[config.mk]
export PLATFORM = sky130hd
export DESIGN_NAME = multicycle_ctrl
export DESIGN_NICKNAME = d
export VERILOG_FILES = /design/src/rtl/multicycle_ctrl.sv
export SDC_FILE = /design/constraint.sdc
export NUM_CORES = 1
export LEC_CHECK = 0
export BUFFER_PORTS_ARGS = -buffer_cell sky130_fd_sc_hd__buf_2
export CAP_MARGIN = 40
export CORE_UTILIZATION = 47
export DETAILED_ROUTE_END_ITERATION = 8
export GPL_TIMING_DRIVEN = 0
export PLACE_DENSITY = 0.79
export RECOVER_POWER = 50
export SYNTH_ARGS = -nofsm -noshare
export SYNTH_HDL_FRONTEND = slang
export SYNTH_SLANG_ARGS = --single-unit
[constraint.sdc]
create_clock -name clk -period 2.19 [get_ports clk]
set_clock_uncertainty 0.2 [all_clocks]
set_input_delay 0.3285 -clock clk [delete_from_list [all_inputs] [get_ports clk]]
set_output_delay 0.3285 -clock clk [all_outputs]
set_load 0.005 [all_outputs]
[src/rtl/multicycle_ctrl.sv]
// Multicycle MIPS-style controller: a Moore sequencer that steers the
// datapath through fetch, decode, execute, memory and writeback. The only
// inputs that reach the outputs directly are mem_ready, Op/Funct in the
// decode and execute states, and Zero (into PCEn only).
//
// state  | meaning
// -------+------------------------------------------------------------
// FETCH  | read instruction at PC, PC <= PC+4 when the memory is ready
// DECODE | read register file, ALUOut <= PC+4 + (SignImm<<2), pick class
// MEMADR | ALUOut <= A + SignImm (load/store effective address)
// MEMRD  | read data memory, wait on mem_ready
// MEMWB  | write loaded data into rt
// MEMWR  | write B into data memory, wait on mem_ready
// RTEXEC | ALUOut <= A op B, op taken from Funct
// RTWB   | write ALUOut into rd
// IEXEC  | ALUOut <= A op SignImm, op taken from Op
// IWB    | write ALUOut into rt
// BRANCH | compare A and B, PC <= ALUOut when the ALU reports Zero
// JUMP   | PC <= jump target

module multicycle_ctrl (
    input  logic       clk,
    input  logic       reset,
    input  logic [5:0] Op,
    input  logic [5:0] Funct,
    input  logic       Zero,
    input  logic       mem_ready,
    output logic       IorD,
    output logic       MemWrite,
    output logic       IRWrite,
    output logic       RegDst,
    output logic       MemtoReg,
    output logic       RegWrite,
    output logic       ALUSrcA,
    output logic [1:0] ALUSrcB,
    output logic [1:0] PCSrc,
    output logic [2:0] ALUControl,
    output logic       PCEn,
    output logic       instr_done,
    output logic       illegal
);

    localparam logic [5:0] OP_RTYPE = 6'b000000;
    localparam logic [5:0] OP_LW    = 6'b100011;
    localparam logic [5:0] OP_SW    = 6'b101011;
    localparam logic [5:0] OP_BEQ   = 6'b000100;
    localparam logic [5:0] OP_BNE   = 6'b000101;
    localparam logic [5:0] OP_J     = 6'b000010;
    localparam logic [5:0] OP_ADDI  = 6'b001000;
    localparam logic [5:0] OP_ANDI  = 6'b001100;
    localparam logic [5:0] OP_ORI   = 6'b001101;
    localparam logic [5:0] OP_XORI  = 6'b001110;
    localparam logic [5:0] OP_SLTI  = 6'b001010;

    localparam logic [5:0] FN_ADD   = 6'b100000;
    localparam logic [5:0] FN_SUB   = 6'b100010;
    localparam logic [5:0] FN_AND   = 6'b100100;
    localparam logic [5:0] FN_OR    = 6'b100101;
    localparam logic [5:0] FN_XOR   = 6'b100110;
    localparam logic [5:0] FN_SLT   = 6'b101010;

    localparam logic [2:0] ALU_AND  = 3'b000;
    localparam logic [2:0] ALU_OR   = 3'b001;
    localparam logic [2:0] ALU_ADD  = 3'b010;
    localparam logic [2:0] ALU_ZERO = 3'b011;
    localparam logic [2:0] ALU_XOR  = 3'b100;
    localparam logic [2:0] ALU_SUB  = 3'b110;
    localparam logic [2:0] ALU_SLT  = 3'b111;

    localparam logic [1:0] SRCB_REG    = 2'b00;
    localparam logic [1:0] SRCB_FOUR   = 2'b01;
    localparam logic [1:0] SRCB_IMM    = 2'b10;
    localparam logic [1:0] SRCB_IMMSH2 = 2'b11;

    localparam logic [1:0] PC_ALURES = 2'b00;
    localparam logic [1:0] PC_ALUOUT = 2'b01;
    localparam logic [1:0] PC_JUMP   = 2'b10;

    typedef enum logic [3:0] {
        FETCH  = 4'd0,
        DECODE = 4'd1,
        MEMADR = 4'd2,
        MEMRD  = 4'd3,
        MEMWB  = 4'd4,
        MEMWR  = 4'd5,
        RTEXEC = 4'd6,
        RTWB   = 4'd7,
        IEXEC  = 4'd8,
        IWB    = 4'd9,
        BRANCH = 4'd10,
        JUMP   = 4'd11
    } state_t;

    state_t state, state_next;

    // Raw (pre-reset-gating) control values produced by the output decoder
    logic memwrite_raw;
    logic irwrite_raw;
    logic regwrite_raw;
    logic pcwrite_raw;
    logic branch_raw;
    logic done_raw;
    logic illegal_raw;

    // Funct decode for R-type; valid flag distinguishes unsupported codes
    logic       rt_valid;
    logic [2:0] rt_alu;

    // Op decode for the immediate ALU group
    logic [2:0] imm_alu;

    // R-type funct to ALU operation
    always_comb begin
        rt_valid = 1'b1;
        rt_alu   = ALU_ADD;
        unique case (Funct)
            FN_ADD:  rt_alu = ALU_ADD;
            FN_SUB:  rt_alu = ALU_SUB;
            FN_AND:  rt_alu = ALU_AND;
            FN_OR:   rt_alu = ALU_OR;
            FN_XOR:  rt_alu = ALU_XOR;
            FN_SLT:  rt_alu = ALU_SLT;
            default: rt_valid = 1'b0;
        endcase
    end

    // Immediate-class opcode to ALU operation
    always_comb begin
        imm_alu = ALU_ADD;
        unique case (Op)
            OP_ANDI: imm_alu = ALU_AND;
            OP_ORI:  imm_alu = ALU_OR;
            OP_XORI: imm_alu = ALU_XOR;
            OP_SLTI: imm_alu = ALU_SLT;
            default: imm_alu = ALU_ADD;
        endcase
    end

    // State register; reset aborts whatever instruction is in flight
    always_ff @(posedge clk) begin
        if (reset) begin
            state <= FETCH;
        end else begin
            state <= state_next;
        end
    end

    // Next-state logic
    always_comb begin
        state_next = state;
        unique case (state)
            FETCH: begin
                if (mem_ready) begin
                    state_next = DECODE;
                end
            end
            DECODE: begin
                unique case (Op)
                    OP_LW, OP_SW:           state_next = MEMADR;
                    OP_RTYPE:               state_next = RTEXEC;
                    OP_ADDI, OP_ANDI,
                    OP_ORI, OP_XORI,
                    OP_SLTI:                state_next = IEXEC;
                    OP_BEQ, OP_BNE:         state_next = BRANCH;
                    OP_J:                   state_next = JUMP;
                    default:                state_next = FETCH;
                endcase
            end
            MEMADR: begin
                // DECODE only routes loads and stores here; anything else
                // would be an IR corruption, so fall back to a fresh fetch.
                if (Op == OP_LW) begin
                    state_next = MEMRD;
                end else if (Op == OP_SW) begin
                    state_next = MEMWR;
                end else begin
                    state_next = FETCH;
                end
            end
            MEMRD: begin
                if (mem_ready) begin
                    state_next = MEMWB;
                end
            end
            MEMWB:  state_next = FETCH;
            MEMWR: begin
                if (mem_ready) begin
                    state_next = FETCH;
                end
            end
            RTEXEC: state_next = rt_valid ? RTWB : FETCH;
            RTWB:   state_next = FETCH;
            IEXEC:  state_next = IWB;
            IWB:    state_next = FETCH;
            BRANCH: state_next = FETCH;
            JUMP:   state_next = FETCH;
            default: state_next = FETCH;
        endcase
    end

    // Datapath control decode from the current state
    always_comb begin
        IorD         = 1'b0;
        RegDst       = 1'b0;
        MemtoReg     = 1'b0;
        ALUSrcA      = 1'b0;
        ALUSrcB      = SRCB_REG;
        PCSrc        = PC_ALURES;
        ALUControl   = ALU_ADD;
        memwrite_raw = 1'b0;
        irwrite_raw  = 1'b0;
        regwrite_raw = 1'b0;
        pcwrite_raw  = 1'b0;
        branch_raw   = 1'b0;
        done_raw     = 1'b0;
        illegal_raw  = 1'b0;
        unique case (state)
            FETCH: begin
                ALUSrcB     = SRCB_FOUR;
                irwrite_raw = mem_ready;
                pcwrite_raw = mem_ready;
            end
            DECODE: begin
                ALUSrcB = SRCB_IMMSH2;
                unique case (Op)
                    OP_LW, OP_SW, OP_RTYPE, OP_ADDI, OP_ANDI, OP_ORI,
                    OP_XORI, OP_SLTI, OP_BEQ, OP_BNE, OP_J: illegal_raw = 1'b0;
                    default:                                illegal_raw = 1'b1;
                endcase
            end
            MEMADR: begin
                ALUSrcA = 1'b1;
                ALUSrcB = SRCB_IMM;
            end
            MEMRD: begin
                IorD = 1'b1;
            end
            MEMWB: begin
                MemtoReg     = 1'b1;
                regwrite_raw = 1'b1;
                done_raw     = 1'b1;
            end
            MEMWR: begin
                IorD         = 1'b1;
                memwrite_raw = 1'b1;
                done_raw     = mem_ready;
            end
            RTEXEC: begin
                ALUSrcA     = 1'b1;
                ALUSrcB     = SRCB_REG;
                ALUControl  = rt_alu;
                illegal_raw = ~rt_valid;
            end
            RTWB: begin
                RegDst       = 1'b1;
                regwrite_raw = 1'b1;
                done_raw     = 1'b1;
            end
            IEXEC: begin
                ALUSrcA    = 1'b1;
                ALUSrcB    = SRCB_IMM;
                ALUControl = imm_alu;
            end
            IWB: begin
                regwrite_raw = 1'b1;
                done_raw     = 1'b1;
            end
            BRANCH: begin
                // bne is handled by the ALU flipping Zero, so one path here
                ALUSrcA    = 1'b1;
                ALUSrcB    = SRCB_REG;
                ALUControl = ALU_SUB;
                PCSrc      = PC_ALUOUT;
                branch_raw = 1'b1;
                done_raw   = 1'b1;
            end
            JUMP: begin
                ALUControl  = ALU_ZERO;
                PCSrc       = PC_JUMP;
                pcwrite_raw = 1'b1;
                done_raw    = 1'b1;
            end
            default: begin
                ALUControl = ALU_ADD;
            end
        endcase
    end

    // Architectural side effects are suppressed combinationally during
    // reset so a store or writeback in progress is cut off in that cycle.
    assign MemWrite   = memwrite_raw & ~reset;
    assign IRWrite    = irwrite_raw  & ~reset;
    assign RegWrite   = regwrite_raw & ~reset;
    assign PCEn       = (pcwrite_raw | (branch_raw & Zero)) & ~reset;
    assign instr_done = done_raw     & ~reset;
    assign illegal    = illegal_raw  & ~reset;

endmodule

* After elaboration in Yosys (flattened, before gate mapping)
Cells that the tools add are included.
** Word-level totals
- Output and inout port bits :: 17
- Flip-flop bits (word level) :: 4
- Word-level logic and storage cells :: 80
** Operators by class
- Bitwise logic cells :: 10
- Equality and inequality tests :: 30
- Mux-type cells :: 26
- Reductions and logical operators :: 13
** Operator list (count)
- $eq 6x6->1 const B :: 8
- $eq 6x4->1 const B :: 5
- $pmux 4 s7 :: 1
- $pmux 3 s4 :: 2
- $pmux 4 s5 :: 1
- $eq 4x3->1 const B :: 4
- $eq 4x4->1 const B :: 4
- $pmux 3 s5 :: 1
- $eq 6x3->1 const B :: 2
- $mux 4 :: 3
- $reduce_or 11->1 :: 1
- $mux 1 :: 10
- $reduce_or 5->1 :: 2
- $mux 3 :: 3
- $eq 4x2->1 const B :: 2
- $reduce_or 2->1 :: 4
- $and 1x1->1 :: 7
- $eq 6x2->1 const B :: 1
- $logic_not 6->1 :: 1
- $ne 2x2->1 const B :: 3
- $pmux 1 s2 :: 3
- $pmux 2 s3 :: 1
- $reduce_or 6->1 :: 1
- $eq 4x1->1 const B :: 1
- other kinds (7) :: 8

* Logic depth before layout (Yosys ltp)
- Depth in word-level cells :: 6
- Depth in mapped cells :: 6

* Worst setup path after synthesis
No wires, ideal clock.
- Path kind :: reg-to-output
- From :: reg state[1]
- To :: out illegal
- Slack :: 204 ps
- Path buffers :: 1
- Data arrival time :: 1457 ps
- Required time :: 1661 ps
- Cell stages (with the launch flop) :: 5
- Cells stage by stage :: dfxtp_1 -> buf_6 -> or4b_4 -> or4_1 -> o31ai_1
** On the way
- Longest elaborated chain between the ends :: 3
- Elaborated cells between the ends (all ways) :: 4
** RTL lines
- from (decl) :: RTL line 94 : state_t state, state_next;
- from (signal assigned) :: RTL line 144 : state <= state_next;
- $eq 4x3->1 / $eq 4x1->1 (equally long branches) :: RTL line 217 : unique case (state)
- $pmux 1 s2 * :: RTL line 217
- $and 1x1->1 * :: RTL line 296 : assign illegal = illegal_raw & ~reset;
- to (decl) :: RTL line 40 : output logic illegal
Mark *: on every way between the ends. The rest lies on a longest branch, timed or not.

* Worst setup path in the final report
- From :: reg state[0]
- To :: out illegal
The elaborated chain is that of the path after synthesis.

==> summary.md <==
| Metric | Value |
|---|---|
| Initial antenna violation count | 0 |
| Critical path data required time | 1.66 ns |
| DRC viols | 0 |
| Mean Syn Cell Area | 6.892 um2 |
| Num CTS Buffers | 3 |
| Clk_lat worst skew | 0.24 ns |
| Worst path bufs/invs | 2 |
| Multi-input logic area | 732.0 um2 |
| H-tree Lvls | 1 |
| Layout cells sized above 1 | 0.4286 |
| Synth cell types | 42 |
| Largest net degree at the start of global routing | 11 |
| Area contributors post-synth | dfxtp_1 10%, nand2b_1 7.8%, nor2_1 5.6% |
| Yosys reg bits | 4 |
| Crit-path max FO | 4 |
| Max VDD drop | 160.1 uV |
| First-pass GRT wire length | 4236 um |
| Share of the synthesized area in the top cell type | 0.1002 |
| Failing checks | negative setup slack |
| Top_reg_cell synth | dfxtp_1 |
| FMAX | 429.7 MHz |
| Final WL | 2763 um |
| Max reg flops | 4 |
| Antenna Cells | 0 |
| Hold Path Class | input pin to flip-flop |
| Final setup violation count | 1 |
| Max Cap Viol | 0 |
| Final RePlAce weighted congestion | 0.8748 |
| Count leader, synth | nor2_1 |
| Setup Crit Path Kind | flip-flop to output port |
| Final Hold Viols | 0 |
| Remaining Overflow, GRT | 0 |
| Final WS setup | -0.1370 ns |
| Area grow syn2layout | 46.95% |
| TNS Setup | -0.1370 ns |
| Initial DRT Pass Iterations | 4 |
| Total core area | 0.001541 mm2 |
| Least-Margin Pin Slew | 0.5207 ns |
| Avg WL per Cell | 15.61 um |
| PortBufs | 31 |
| Leakage power | 0.4513 nW |
| Setup crit end kind | output port |
| Die X | 43.25 um |
| CP startpoint kind | flip-flop |
| Syn Nets | 132 |
| DP Wirelength | 1739 um |
| Fillers | 104 |
| Clock Path Buffers | 2 |
| Final nets | 179 |
| Tcrit/Tclk final | 1.063 |
| Fin area | 0.001175 mm2 |
| Largest registers | state: 4 flops |
| Relative slew slack | 0.6528 |
| Reg with most FFs | state |
| PwrDens | 298.0 mW/mm2 |
| Vias in the first global route | 903 |
| Global-route usage over all layers | 0.2930 |
| Die ar. | 0.001870 mm2 |
| Final ANT Viol Nets | 0 |
| Slew Viols, Final | 0 |
| FF+latch area | 83.83 um2 |
| Dpl ws | -0.06679 ns |
| Rows | 14 |
| Status | finished, violations left |
| Minimum clock period | 2.327 ns |
| Max stage delay on crit path | 0.47 ns |
| DP Area | 974.7 um2 |
| CTS tree | yes |
| Post-synth EDFFs | 0 |
| Mapped Cells | 116 |
| DIE HEIGHT | 43.25 um |
| Clk sink count | 4 |
| Root Driver | clkbuf_4 |
| Initial Utilization | 0.5187 |
| Vias per cell | 6.401 |
| Top cell type by total area after synthesis | dfxtp_1 |
| Vias | 1133 |
| Top cells by count, synth | 12 x nor2_1, 10 x nand2b_1, 9 x clkbuf_1 |
| CP top delay family | simple AND/OR/NAND/NOR gates |
| RSZ-0062 raised after global routing | true |
| Worst-path cell chain | buf_6, or4b_4, or4_1, o31ai_1, buf_2 |
| Asr flop ratio synth | 0 |
| Register area share after synthesis | 0.1002 |
| Top Ports | 33 |
| 1st-iter DRT viols | 46 |
| Crit path max-delay cell type | or4b_4 |
| Clock transition at path regs | 0.04 ns |
| Synthesized area | 799.5 um2 |
| Worst endpoint data arrival time | 1.80 ns |
| Yosys warns | 0 |
[final cells by class]
cell class,instances,area share
Multi-Input combinational cell,97,0.6230
Timing Repair Buffer,43,0.2087
Sequential cell,4,0.07135
Buffer,10,0.04792
Clock buffer,3,0.01917
Tap cell,16,0.01704
Inverter,4,0.01278
[routing by layer]
layer  GRT usage  vias up  part of all wire
met3     0.03830        7             0.068
met2      0.4418       70              0.47
li1            -      540                 -
met5           0        -                 0
met4     0.09697        0             0.024
met1      0.4235      516              0.43
[worst paths after layout]
kind	cells past startpoint	slack, ns	start	end
setup reg to reg	7	0.05	state[0]	state[0]
hold / removal	3	0.28	Op[4]	state[3]
hold reg to reg	4	0.56	state[0]	state[0]
setup / recovery	5	-0.14	state[0]	illegal
[power by group]
part | internal, mW | switching, mW | total, mW
clock | 0.0616 | 0.0354 | 0.0970
combinational | 0.0816 | 0.0904 | 0.172
sequential | 0.0770 | 0.00407 | 0.0811
[timing repair]
item,4_1_cts,5_1_grt
setup endpoints to repair,7,7
pin swaps,1,5
setup buffers,5,7
hold buffers,0,0
resized for setup,10,15
cloned,0,0
[metrics by stage]
stage	util	hold slack, ns	power (mW)	instances
2_1_floorplan	-	0.2987	0.1654	116
3_3_place_gp	0.6323	0.5010	0.2056	163
3_5_place_dp	0.6323	0.5111	0.2093	163
4_1_cts	0.6940	0.2561	0.3239	170
5_1_grt	0.7622	0.2732	0.3711	177
6_report	0.7622	0.2813	0.3501	177
[cells by family after synthesis]
kind of cell / share of synthesized area
compound gates: 0.2989
xor+xnor: 0.02191
buf+inv: 0.08450
flops: 0.1002
mux: 0.05321
simple gates: 0.4413
[cells in the final DEF (no fill, tap or decap), types with 3 or more instances in the layout]
cell / count
nor3b_1: 4
nand2_1: 3
a21oi_1: 6
dfxtp_2: 3
or4_1: 4
clkbuf_1: 5
nor2_1: 12
nand2b_1: 9
nor3_1: 5
buf_4: 12
clkbuf_4: 3
inv_1: 4
o21ai_0: 7
buf_2: 32
[worst register-to-register path, stage by stage, from the launching register on]
cell and delay, ns:
dfxtp_2 0.35, buf_6 0.11, or4b_4 0.47, buf_4 0.15, buf_4 0.14, nor3_1 0.23, nor2_1 0.09, a311oi_1 0.29
No activity file was read; power rests on OpenSTA's default activity.
